<file path="src/rtl/conversor_bcd.sv">
// Sequential signed-binary to packed-BCD converter for the seven-segment display.
// Iterative double-dabble (one bit per clock), then overflow check and leading-zero blanking.
module conversor_bcd #(
  parameter int unsigned WIDTH  = 32,
  parameter int unsigned DIGITS = 6
) (
  input  logic             clock,
  input  logic             resetn,
  input  logic             start,
  input  logic [WIDTH-1:0] valor,
  output logic [31:0]      segmentos,
  output logic             neg,
  output logic             ovf,
  output logic             busy,
  output logic             done
);

  localparam int unsigned ND = (WIDTH * 3) / 10 + 1;
  localparam int unsigned BW = ND * 4;
  localparam int unsigned CW = $clog2(WIDTH + 1);

  typedef enum logic [1:0] {IDLE, SHIFT, FORMAT} state_t;

  state_t           state_q, state_d;
  logic [CW-1:0]    cnt_q, cnt_d;
  logic [WIDTH-1:0] mag_q, mag_d;
  logic [BW-1:0]    bcd_q, bcd_d;
  logic             sign_q, sign_d;
  logic [31:0]      seg_q, seg_d;
  logic             neg_q, neg_d;
  logic             ovf_q, ovf_d;
  logic             done_q, done_d;

  logic [BW-1:0]       bcd_adj;
  logic [BW+WIDTH-1:0] shreg;
  logic [31:0]         fmt;
  logic                any_hi;

  always_ff @(posedge clock or negedge resetn) begin
    if (!resetn) state_q <= IDLE;
    else         state_q <= state_d;
  end

  always_comb begin
    state_d = state_q;
    case (state_q)
      IDLE:    if (start) state_d = SHIFT;
      SHIFT:   if (cnt_q == CW'(WIDTH - 1)) state_d = FORMAT;
      FORMAT:  state_d = IDLE;
      default: state_d = IDLE;
    endcase
  end

  // Add-3 correction on every digit, then shift the combined {bcd, mag} register.
  always_comb begin
    bcd_adj = bcd_q;
    for (int unsigned i = 0; i < ND; i++) begin
      if (bcd_q[4*i +: 4] >= 4'd5) bcd_adj[4*i +: 4] = bcd_q[4*i +: 4] + 4'd3;
    end
    shreg = {bcd_adj, mag_q} << 1;
  end

  // Blank leading zeros from the top displayed digit down; digit 0 always shows.
  always_comb begin
    logic        lead;
    logic [3:0]  dig;
    int unsigned idx;
    any_hi = 1'b0;
    fmt    = '1;
    lead   = 1'b1;
    dig    = '0;
    idx    = 0;
    for (int unsigned i = 0; i < ND; i++) begin
      if (i >= DIGITS && bcd_q[4*i +: 4] != 4'd0) any_hi = 1'b1;
    end
    for (int unsigned k = 0; k < DIGITS; k++) begin
      idx = DIGITS - 1 - k;
      dig = (idx < ND) ? bcd_q[4*idx +: 4] : 4'd0;
      if (!(lead && dig == 4'd0 && idx != 0)) begin
        lead = 1'b0;
        fmt[4*idx +: 4] = dig;
      end
    end
  end

  always_comb begin
    cnt_d  = cnt_q;
    mag_d  = mag_q;
    bcd_d  = bcd_q;
    sign_d = sign_q;
    seg_d  = seg_q;
    neg_d  = neg_q;
    ovf_d  = ovf_q;
    done_d = 1'b0;
    case (state_q)
      IDLE: begin
        if (start) begin
          sign_d = valor[WIDTH-1];
          mag_d  = valor[WIDTH-1] ? (~valor + WIDTH'(1)) : valor;
          bcd_d  = '0;
          cnt_d  = '0;
        end
      end
      SHIFT: begin
        {bcd_d, mag_d} = shreg;
        cnt_d          = cnt_q + CW'(1);
      end
      FORMAT: begin
        ovf_d  = any_hi;
        seg_d  = any_hi ? '1 : fmt;
        neg_d  = sign_q;
        done_d = 1'b1;
      end
      default: ;
    endcase
  end

  always_ff @(posedge clock or negedge resetn) begin
    if (!resetn) begin
      cnt_q  <= '0;
      mag_q  <= '0;
      bcd_q  <= '0;
      sign_q <= 1'b0;
      seg_q  <= 32'hFFFF_FFF0;
      neg_q  <= 1'b0;
      ovf_q  <= 1'b0;
      done_q <= 1'b0;
    end else begin
      cnt_q  <= cnt_d;
      mag_q  <= mag_d;
      bcd_q  <= bcd_d;
      sign_q <= sign_d;
      seg_q  <= seg_d;
      neg_q  <= neg_d;
      ovf_q  <= ovf_d;
      done_q <= done_d;
    end
  end

  always_comb begin
    busy      = (state_q != IDLE);
    segmentos = seg_q;
    neg       = neg_q;
    ovf       = ovf_q;
    done      = done_q;
  end

endmodule
</file>
<file path="config.mk">
export PLATFORM = sky130hd
export DESIGN_NAME = conversor_bcd
export DESIGN_NICKNAME = d
export VERILOG_FILES = /design/src/rtl/conversor_bcd.sv
export SDC_FILE = /design/constraint.sdc
export NUM_CORES = 1
export LEC_CHECK = 0
export ABC_AREA = 0
export CAP_MARGIN = 20
export CORE_AREA = 2 2 176 144
export DETAILED_ROUTE_END_ITERATION = 7
export DIE_AREA = 0 0 178 146
export MAX_ROUTING_LAYER = met4
export SYNTH_ARGS = -nofsm -noshare
export SYNTH_HDL_FRONTEND = slang
export SYNTH_SLANG_ARGS = --single-unit
</file>
<file path="constraint.sdc">
create_clock -name clock -period 4.7 [get_ports clock]
set_clock_uncertainty 0.1 [all_clocks]
set_input_delay 0.47 -clock clock [delete_from_list [all_inputs] [get_ports clock]]
set_output_delay 0.47 -clock clock [all_outputs]
set_load 0.01 [all_outputs]
</file>
After elaboration in Yosys (flattened, before gate mapping). Index checks and enable logic that the tools add are counted. W data, S select, Z words.

Bitwise gates (word level): 1. Muxes and demuxes: 35. $lt $le $gt $ge: 10. Reductions and logical operators: 19. Equal/unequal tests: 5. Add/subtract/negate cells: 12.

Operators by type and width (number): $pmux W40 S2 (1); $mux W32 (2); $pmux W32 S2 (1); $mux W4 (14); $ge A4 B3 Y1 const B (10); $mux W40 (1); $add A4 B2 Y4 const B (9); $add A32 B1 Y32 const B (1); $not A32 Y32 (1); $mux W24 (1); $logic_not A4 Y1 (5); $reduce_bool A4 Y1 (4); $pmux W6 S2 (1); $mux W1 (9); $add A6 B1 Y6 const B (1); $eq A6 B5 Y1 const B (1); $mux W6 (1); $reduce_and A2 Y1 (3); $logic_and A1 B1 Y1 (4); $mux W2 (2); $ne A2 B2 Y1 const B (2); $pmux W2 S2 (1); $reduce_bool A2 Y1 (2); $add A3 B2 Y3 const B (1); 4 further kinds (4).

Word-level logic and storage cells: 91. Output and inout bits: 36. Register bits after elaboration: 116. Input bits: 35.

Longest topological paths before layout. Gate-level depths: netlist of the first run.

Word-level depth: 11. Mapped depth: 8. Gate-level depth less buffers: 7.

Worst setup path after synthesis of the first run. No wires, ideal clock.

Path kind: in2reg. From: input port valor[6]. To: register mag_q[29]. Path buffers: 2. Arrival: 2156 ps. Required time: 4442 ps. Setup time: 158 ps. Path slack: 2286 ps. Stages: 7. Cells stage by stage: or4_1 > buf_2 > or3_1 > buf_2 > o41ai_2 > xor2_1 > a21oi_1.

Longest elaborated chain between the ends: 5.

RTL lines: start: declaration (RTL line 10) `input logic [WIDTH-1:0] valor,`; $not A32 Y32 (RTL line 99) `mag_d = valor[WIDTH-1] ? (~valor + WIDTH'(1)) : valor;`; $add A32 B1 Y32 (RTL line 99); $mux W32 (RTL line 99); $mux W32 (RTL line 97) `if (start) begin`; $pmux W32 S2 (RTL line 95) `case (state_q)`; end signal: assignment (RTL line 130) `mag_q <= mag_d;`; end: declaration (RTL line 26) `logic [WIDTH-1:0] mag_q, mag_d;`.

No other way between the ends. The select of a mux whose other input is x is not followed. A chain may end at the register's enable or synchronous reset.

Worst setup path after layout of the first run.
From: input port valor[0]. To: register mag_q[26].

Same word-level chain as after synthesis.

==> summary.txt, run 1 <==
Status = finished, final reports clean
Source of the worst hold timing path = mag_q[18]
Share of cells above drive strength 1 = 9.09%
Hold Violations, Final = 0
Layout Nets = 720
Critical path's top delay family = compound AO/OA/AOI/OAI gates
Mux contribution to synthesized area = 0.690%
Slew margin rel. = 25.9%
Area of the multi-input gates = 0.00302 sq mm
Clock root buffer = clkbuf_16
Async SR Flop Fraction = 100%
IO buf count = 62
Area growth from synthesis to final layout = 21.3%
Post-synth EDFFs = 0
Hold buffer count at cts = 1
GRT Util Overall = 11.8%
# resized after CTS = 0
RePlAce Congestion = 0.819
Initial antenna violation count = 0
Final ANT Viol Nets = 0
Worst EP arrival = 2870 ps
P_leak = 2.86 nW
Starting Density = 24.9%
Seq/Total Area, Yosys = 45.6%
Synth Flop Type = dfrtp_1
Synthesized area = 0.00598 sq mm
CP Launch Point = valor[0]
Mean Syn Cell Area = 9.87 sq um
Die width = 178 um
XOR/XNOR share of the synthesized area = 5.42%
1st-iter DRT viols = 278
DRC = 0
Maximum vdd drop = 0.000204 V
Startpoint Class = primary input
First-pass GRT wire length = 23.9 mm
Vias in the first global route = 4,542
Routed length per instance = 14.9 um
Unique masters post-synth = 56
Critical path type = in2reg
Simple-Gate Fraction of Synth Area = 14.4%
Fin Setup TNS = 0 ps
Slew @ Worst Pin = 1110 ps
RSZ-0062 raised after global routing = no
Slowest cell delay on critical path = 630 ps
Ant diodes = 0
Power Dens Cells = 498 mW/mm^2
Final count of negative-setup-slack endpoints = 0
Slew Limit Fails = 0
Register area = 0.00273 sq mm
Row cnt = 51
Seq cells post-synth = 108
Hold Crit Class = reg2reg
Setup repair bufs after CTS = 0
Vias/cell = 4.92
Crit-path cells = clkdlybuf4s50_1 > inv_1 > ha_1 > or3b_1 > o41ai_2 > a21boi_1 > xor2_1 > o21ai_1
CTS tree = built
Die area = 0.0260 sq mm
Max cap viols = 0
Post-DP HPWL = 9.95 mm
Number of fill cells = 2,485
H-tree levels = 3
Final Cycle Share = 58.5%
Chip Height = 146 um
Buffers and inverters on the worst path = 2
Tmin final = 2750 ps
Global route total overflow = 0
Synth Area in Compound Gates = 23.0%
Largest family of logic cells by synthesized area = compound AO/OA/AOI/OAI gates
Endpoint class of the critical path = flop
Final core occ = 30.2%
Vias post-DR = 4,811
Yosys warning total = 0
Core area = 0.0241 sq mm
Post-synthesis adder-cell area fraction = 6.27%
Ports = 71
Clk pin slew, worst setup/hold paths = 70 ps
Worst-Skew Late Latency = 360 ps
Worst path slowest cell = o41ai_2
Max Buffers Root-to-Sink = 2
Crit path max fanout = 7
Clock sinks = 108
Num CTS Buffers = 9
Pre-antenna DRT Iters = 4
Largest net degree at the start of global routing = 66
Data required time of the critical path = 4820 ps
Fmax = 364 MHz
Worst r2r src = bcd_q[20]
Synth Instances = 606
Final WL = 14.6 mm
-- Yosys cell counts (15+ instances only) --
cell type	n	area [sq um]
o22a_1	19	166
a22oi_1	18	135
dfrtp_1	88	2200
nand2b_1	16	100
nand2_1	28	105
o22ai_1	15	93.8
xor2_1	23	201
a21oi_1	36	180
o21ai_0	38	190
ha_1	30	375
nand3_1	19	95.1
dfstp_2	20	526
o31ai_1	19	143
o21ai_1	18	90.1
nor2_1	31	116
inv_1	23	86.3
clkbuf_1	29	109
-- per-stage QoR --
stage	cells	instance area, sq um	worst slack (ps)	hold slack (ps)	total power [mW]
detailed placement	961	6920	1620	343	2.77
global route	978	7260	1780	422	3.90
CTS	978	7260	1980	397	3.65
floorplan	613	6010	2290	74.4	2.44
global placement	961	6920	1670	340	2.75
finish	978	7260	1950	385	3.61
-- final timing paths --
check                               end  slack, ps  cells after the start
setup / recovery              mag_q[26]       1950                      8
hold reg to reg               mag_q[19]        390                      2
min in group asynchronous     bcd_q[17]        480                      2
max in group asynchronous  segmentos[6]       3120                      3
setup reg to reg           segmentos[5]       2000                      7
hold / removal                mag_q[19]        390                      2
-- final cells by class --
class	count	area share, %
multi-input combinational	441	41.6
sequential	108	37.6
timing repair buffer	72	9.59
tap	318	5.48
clock buffer	9	3.10
clock inverter	7	1.43
inverter	23	1.19
-- worst reg2reg max path: cells and delay by family, from the launching register on --
kind	cells	cell delay (ps)
DFF	1	410
and+or+nand+nor	4	1570
AOI/OAI and AO/OA	1	170
adders and majority gates	1	260
buffers and inverters	1	120
-- metal layers --
metal | vias up | GRT usage [%] | wire (um)
met5 | - | - | 0
met4 | 0 | 3.73 | 191
met3 | 13 | 2.22 | 450
met2 | 66 | 16.4 | 6450
met1 | 2396 | 17.0 | 7490
li1 | 2336 | - | -
-- flip-flops by register name, summed over array words and instances, names as in the netlist --
signal / count
bcd_q: 40
cnt_q: 6
done: 1
mag_q: 32
neg: 1
ovf: 1
segmentos: 24
sign_q: 1
state_q: 2
-- kinds of logic after synthesis --
group,count (synthesis)
AND/OR/NAND/NOR,160
AO/OA/AOI/OAI,202
multiplexers,4
flip-flops,108
buffers and inverters,64
XOR/XNOR,37
other,1
adder cells (fa/ha/maj),30
-- cells in the final DEF (no fill, tap or decap), types with 6 or more instances in the layout --
| master | synthesis | final |
|---|---|---|
| o21ai_0 | 38 | 38 |
| and3_1 | 9 | 9 |
| or4_1 | 6 | 6 |
| a32o_1 | 10 | 10 |
| buf_4 | 8 | 10 |
| o22ai_1 | 15 | 15 |
| ha_1 | 30 | 30 |
| a22oi_1 | 18 | 18 |
| o21ai_1 | 18 | 18 |
| xor2_1 | 23 | 23 |
| clkdlybuf4s50_1 | 0 | 61 |
| or3_1 | 6 | 6 |
| nor3_1 | 10 | 10 |
| nand2_1 | 28 | 28 |
| o31ai_1 | 19 | 19 |
| dfrtp_1 | 88 | 88 |
| inv_1 | 23 | 23 |
| a21oi_1 | 36 | 36 |
| nor3b_1 | 7 | 7 |
| clkbuf_16 | 0 | 9 |
| dfstp_2 | 20 | 20 |
| nand2b_1 | 16 | 15 |
| o22a_1 | 19 | 19 |
| nor2_1 | 31 | 31 |
| nand3_1 | 19 | 19 |
| conb_1 | 1 | 8 |
| xnor2_1 | 14 | 14 |
| nand4_1 | 8 | 8 |
-- where the power goes --
part	switching (mW)	internal [mW]	leakage, nW
Combinational	0.662	0.581	1.41
Sequential	0.283	1.24	1.29
Clock	0.372	0.476	0.161
(Power assumes the default switching activity.)
==> inputs of run 2 (changes only) <==
clock period = 2.5 ns   (was 4.7 ns; I/O delays follow)
==> run 2 against run 1 <==
Compared with the run above:
- die area unchanged
- register-to-register slack got worse by 1800 ps
- non-clock buffer count grew 44
- first-iteration DRC count decreased by 9.4%
- cell count rose by 4.5%
- hold slack worse by 60 ps
- global-route usage up 0.37 points
- critical endpoint is now mag_q[11]
- highest routed layer unchanged
==> summary.txt, run 2 (synthesis results as in run 1) <==
Crit path max fanout = 6
Routed length per instance = 14.5 um
Clock sinks = 108
Post-DP HPWL = 10.4 mm
Worst r2r src = bcd_q[12]
Status = finished, final reports clean
DR WL met2 = 6.68 mm
Hold Crit Class = in2async
CTS tree = built
Power Dens Cells = 897 mW/mm^2
Die area = 0.0260 sq mm
P_leak = 3.07 nW
Max Buffers Root-to-Sink = 2
Pwr Total = 6.81 mW
Clk pin slew, worst setup/hold paths = 80 ps
First-pass GRT wire length = 24.9 mm
Hold WS = 325 ps
Ant diodes = 0
1st-iter DRT viols = 252
GRT Util Overall = 12.1%
Pre-antenna DRT Iters = 4
Slew margin rel. = 26.3%
Core area = 0.0241 sq mm
Endpoint class of the critical path = flop
Most flops, register = bcd_q
Worst path slowest cell = or4_1
WL met3 = 474 um
Share of cells above drive strength 1 = 14.9%
Largest net degree at the start of global routing = 66
Final count of negative-setup-slack endpoints = 0
RePlAce Congestion = 0.794
IO buf count = 62
Top layer in use = met4
Chip Height = 146 um
Clock root buffer = clkbuf_16
Met1 Wirelength = 7.47 mm
Slowest cell delay on critical path = 570 ps
Critical path type = in2reg
Startpoint Class = primary input
Crit-path cells = clkdlybuf4s50_1 > or4_1 > or3_1 > buf_4 > nor3_1 > mux2i_1 > o211ai_1
Worst r2r path cells = 7
Starting Density = 24.9%
Max cap viols = 0
Tmin final = 2320 ps
Die width = 178 um
Slew Limit Fails = 0
Slew @ Worst Pin = 1100 ps
Final WL = 14.8 mm
Vias/cell = 4.83
Ports = 71
Final ANT Viol Nets = 0
Setup repair bufs after CTS = 0
Data required time of the critical path = 2640 ps
Reg2reg end = segmentos[5]
Row cnt = 51
Final Cycle Share = 92.7%
Vias post-DR = 4,933
Most common cell after layout, fill and taps aside = dfrtp_1
Max FFs per register = 40
Num CTS Buffers = 9
Worst EP arrival = 2460 ps
Layout Nets = 764
Initial antenna violation count = 0
Vias in the first global route = 4,873
Global route total overflow = 0
DRC = 0
Fmax = 431 MHz
Commonest cells after routing, fill and taps aside = dfrtp_1, clkdlybuf4s50_1, buf_4, o21ai_0, a21oi_1
Hold Violations, Final = 0
Setup slack, reg-to-reg = 220 ps
Maximum vdd drop = 0.000350 V
Worst-Skew Late Latency = 360 ps
H-tree levels = 3
Area growth from synthesis to final layout = 26.9%
RSZ-0062 raised after global routing = no
==> run 2: metal layers <==
metal,track usage (%),vias up
met5,-,-
li1,-,2416
met1,16.8,2442
met3,1.88,13
met4,3.81,0
met2,18.2,62
==> run 2: how the worst max path moves through the flow <==
stage	start	to	slack, ps	cells after the start
final	valor[3]	mag_q[11]	180	7
after global routing	bcd_q[20]	segmentos[5]	40	7
after CTS	bcd_q[20]	segmentos[5]	60	7
after detailed placement	valor[1]	mag_q[11]	-200	7
after global placement	valor[2]	mag_q[27]	-190	6
after floorplan	bcd_q[20]	segmentos[5]	190	7
==> run 2: where the power goes <==
group | leakage (nW) | switching, mW | internal (mW)
clock network | 0.142 | 0.738 | 0.706
registers | 1.29 | 0.498 | 2.32
logic | 1.63 | 1.31 | 1.23
==> run 2: layout make-up <==
cell class | count | area, sq um
Inverter | 23 | 86.3
Timing Repair Buffer | 116 | 1060
Clock inverter | 7 | 67.6
Tap cell | 318 | 398
Sequential cell | 108 | 2730
Multi-Input combinational cell | 441 | 3030
Fill cell | 2448 | 16500
Clock buffer | 9 | 225
==> run 2: what timing repair did <==
action / CTS / global route
resized for setup: 0 / 1
endpoints found under the setup margin: 0 / 2
hold buffers: 1 / 0
endpoints found under the hold margin: 25 / 0
==> run 2: stage by stage <==
step / TNS, ps / instances / cell area, sq um / setup WS, ps / utilization [%]
final: 0 / 1022 / 7590 / 182 / 31.6
after global routing: 0 / 1022 / 7590 / 42.7 / 31.6
after CTS: 0 / 1022 / 7590 / 60.9 / 31.5
after detailed placement: -2190 / 1005 / 7290 / -197 / 30.3
after global placement: -1990 / 1005 / 7290 / -193 / 30.3
after floorplan: 0 / 613 / 6010 / 193 / -
==> run 2: worst max-delay path: cells and delay by family <==
family | cells | cell delay, ps
and+or+nand+nor | 3 | 1240
AOI/OAI and AO/OA | 1 | 100
muxes | 1 | 210
buffers and inverters | 2 | 660
==> inputs of run 3 (changes only) <==
ABC_AREA = 1   (was 0)
CORE_AREA = 2 2 163 165   (was 2 2 176 144)
DIE_AREA = 0 0 165 167   (was 0 0 178 146)
SLEW_MARGIN = 0   (was default)
==> run 3 against run 2 <==
Compared with the run above:
- synthesized area up 6.4%
- first-iteration DRC count up 25%
- sequential cell count is the same
- register-to-register slack gained 210 ps
- sequential share of layout area shrank 0.18 points
- sequential power is essentially flat
- synthesized cell count is 27% higher
- core utilization down 1.9 points
- critical endpoint is now mag_q[29]
- largest power group is now combinational cells
==> summary.txt, run 3 <==
Status = finished, final reports clean
RSZ-0062 raised after global routing = no
Async SR Flop Fraction = 100%
Global route total overflow = 0
1st-iter DRT viols = 314
H-tree levels = 3
Slew Limit Fails = 0
Endpoint class of the critical path = flop
WP depth = 9
Layout Nets = 896
Hold Violations, Final = 0
P_leak = 3.40 nW
Synth Flop Type = dfrtp_1
Worst path slowest cell = dfrtp_1
GRT Max-Usage Layer = met2
Yosys warning total = 0
Grt met3 use = 2.12%
Power Dens Cells = 1010 mW/mm^2
Num CTS Buffers = 9
Crit-path cells = nor2_1 > nand2_2 > inv_4 > nor2_8 > inv_2 > buf_12 > or2_0 > nand2_1 > inv_1
Buffers and inverters on the worst path = 4
Starting Density = 24.7%
Vias/cell = 4.52
Most flops, register = bcd_q
Combinational Power Share = 44.6%
Vias in the first global route = 5,019
Final count of negative-setup-slack endpoints = 0
Switching pwr = 3.20 mW
Post-synth top area cell = dfrtp_1
Final WL = 14.5 mm
Synth cell count leaders = nand2_1, nor2_1, dfrtp_1
Setup repair bufs after CTS = 0
Clock share of power = 18.3%
Worst-Skew Late Latency = 350 ps
Pwr Total = 7.67 mW
Met2 GRT Util = 17.0%
Share of the synthesized area in the top cell type = 34.6%
Initial antenna violation count = 0
IO buf count = 62
Core area = 0.0258 sq mm
Largest net degree at the start of global routing = 50
Tmin final = 2070 ps
Area growth from synthesis to final layout = 19.9%
Ant diodes = 0
# resized after CTS = 0
Place WS = 329 ps
RePlAce Congestion = 0.864
Placed insts = 1,154
Slew margin rel. = 57.6%
Slowest cell delay on critical path = 460 ps
Routed length per instance = 12.4 um
Critical path's top delay family = simple AND/OR/NAND/NOR gates
Final ANT Viol Nets = 0
Net Sw Frac = 41.7%
Final worst slack = 430 ps
Chip Height = 167 um
Slew @ Worst Pin = 636 ps
Most frequent cell after synthesis = nand2_1
Clk pin slew, worst setup/hold paths = 80 ps
Unique masters post-synth = 45
Row cnt = 59
Seq cells post-synth = 108
Max Buffers Root-to-Sink = 2
Most common cell after layout, fill and taps aside = nand2_1
Seq/Total Area, Yosys = 42.9%
GRT Util Overall = 11.3%
First-pass GRT wire length = 24.7 mm
Fmax = 483 MHz
Final core occ = 29.6%
CTS tree = built
Share of cells above drive strength 1 = 10.4%
Vias post-DR = 5,289
Internal power = 4.48 mW
Reg power frac = 37.1%
Critical path type = reg2reg
Hold Crit Class = in2async
Die area = 0.0276 sq mm
Clock sinks = 108
Met1 usage = 15.8%
Area contributors post-synth = dfrtp_1, nand2_1, dfstp_2
Post-synth EDFFs = 0
DRC = 0
Fin Setup TNS = 0 ps
Crit path max fanout = 43
Synthesized area = 0.00636 sq mm
Worst EP arrival = 2220 ps
Clock root buffer = clkbuf_16
Worst r2r path cells = 9
Post-DP HPWL = 10.5 mm
Commonest cells after routing, fill and taps aside = nand2_1, nor2_1, dfrtp_1, inv_1, clkdlybuf4s50_1
Maximum vdd drop = 0.000461 V
Ports = 71
Data required time of the critical path = 2640 ps
Die width = 165 um
Max FFs per register = 40
Final Cycle Share = 82.8%
Number of fill cells = 2,749
Non-Filler Instances = 1,171
Synth Instances = 771
Mean Syn Cell Area = 8.25 sq um
Max cap viols = 0
Startpoint Class = flop
Pre-antenna DRT Iters = 5
[run 3: changes by cell type after synthesis, moves of 16 or more]
cell      before  now
o31ai_1       19    3
clkbuf_1      29    4
nand2b_1      16    0
o22a_1        19    0
nand3_1       19   36
nor2_1        31   99
nand2_1       28  141
inv_1         23   77
[run 3: area by class of cell]
type / count / area, sq um / share of cell area [%]
Multi-Input combinational cell: 554 / 3140 / 41.1
Clock inverter: 7 / 67.6 / 0.885
Sequential cell: 108 / 2730 / 35.7
Tap cell: 335 / 419 / 5.49
Clock buffer: 9 / 225 / 2.95
Timing Repair Buffer: 74 / 736 / 9.64
Inverter: 84 / 318 / 4.16
[run 3: worst paths after layout]
check,start,endpoint,slack (ps)
min reg2reg,segmentos[14],segmentos[14],400
min in group clock,segmentos[14],segmentos[14],400
max reg2reg,state_q[1],mag_q[29],430
min,resetn,done,360
max in group asynchronous,resetn,segmentos[6],1230
max,state_q[1],mag_q[29],430
[run 3: cell families (layout without fill, tap and decap cells)]
family | after synthesis | in the layout | share of synthesized area [%]
AOI/OAI and AO/OA | 184 | 184 | 18.1
adders and majority gates | 30 | 30 | 5.90
DFF | 108 | 108 | 42.9
other | 1 | 8 | 0.0589
and+or+nand+nor | 307 | 307 | 21.4
xor gates and xnor gates | 25 | 25 | 3.44
buffers and inverters | 116 | 174 | 8.22
[run 3: per-layer routing]
metal  vias to the layer above  share of wire [%]
li1                       2670                  -
met1                      2501                 51
met2                       108                 45
met3                        10                3.8
met4                         0                1.0
met5                         -                  0
[run 3: worst reg2reg max path: cells and delay by family, from the launching register on]
| kind | cells | cell delay (ps) |
|---|---|---|
| buf+inv | 4 | 470 |
| flops | 1 | 460 |
| simple gates | 5 | 930 |
[run 3: per-stage QoR]
stage | instance area [sq um] | hold slack, ps
detailed placement | 7330 | 227
floorplan | 6390 | -146
global route | 7630 | 419
finish | 7630 | 359
CTS | 7630 | 384
global placement | 7330 | 224
[run 3: what timing repair did]
action                                 4_1_cts  5_1_grt
hold buffers                                 1        0
endpoints found under the hold margin       25        0
setup endpoints to repair                    0        0
[run 3: power by group through the flow]
stage	clock network (mW)	logic, mW	registers (mW)
CTS	1.45	3.46	2.85
finish	1.41	3.42	2.85
detailed placement	0	3.44	2.87
floorplan	0	2.73	2.76
global placement	0	3.39	2.86
global route	1.54	3.97	2.94
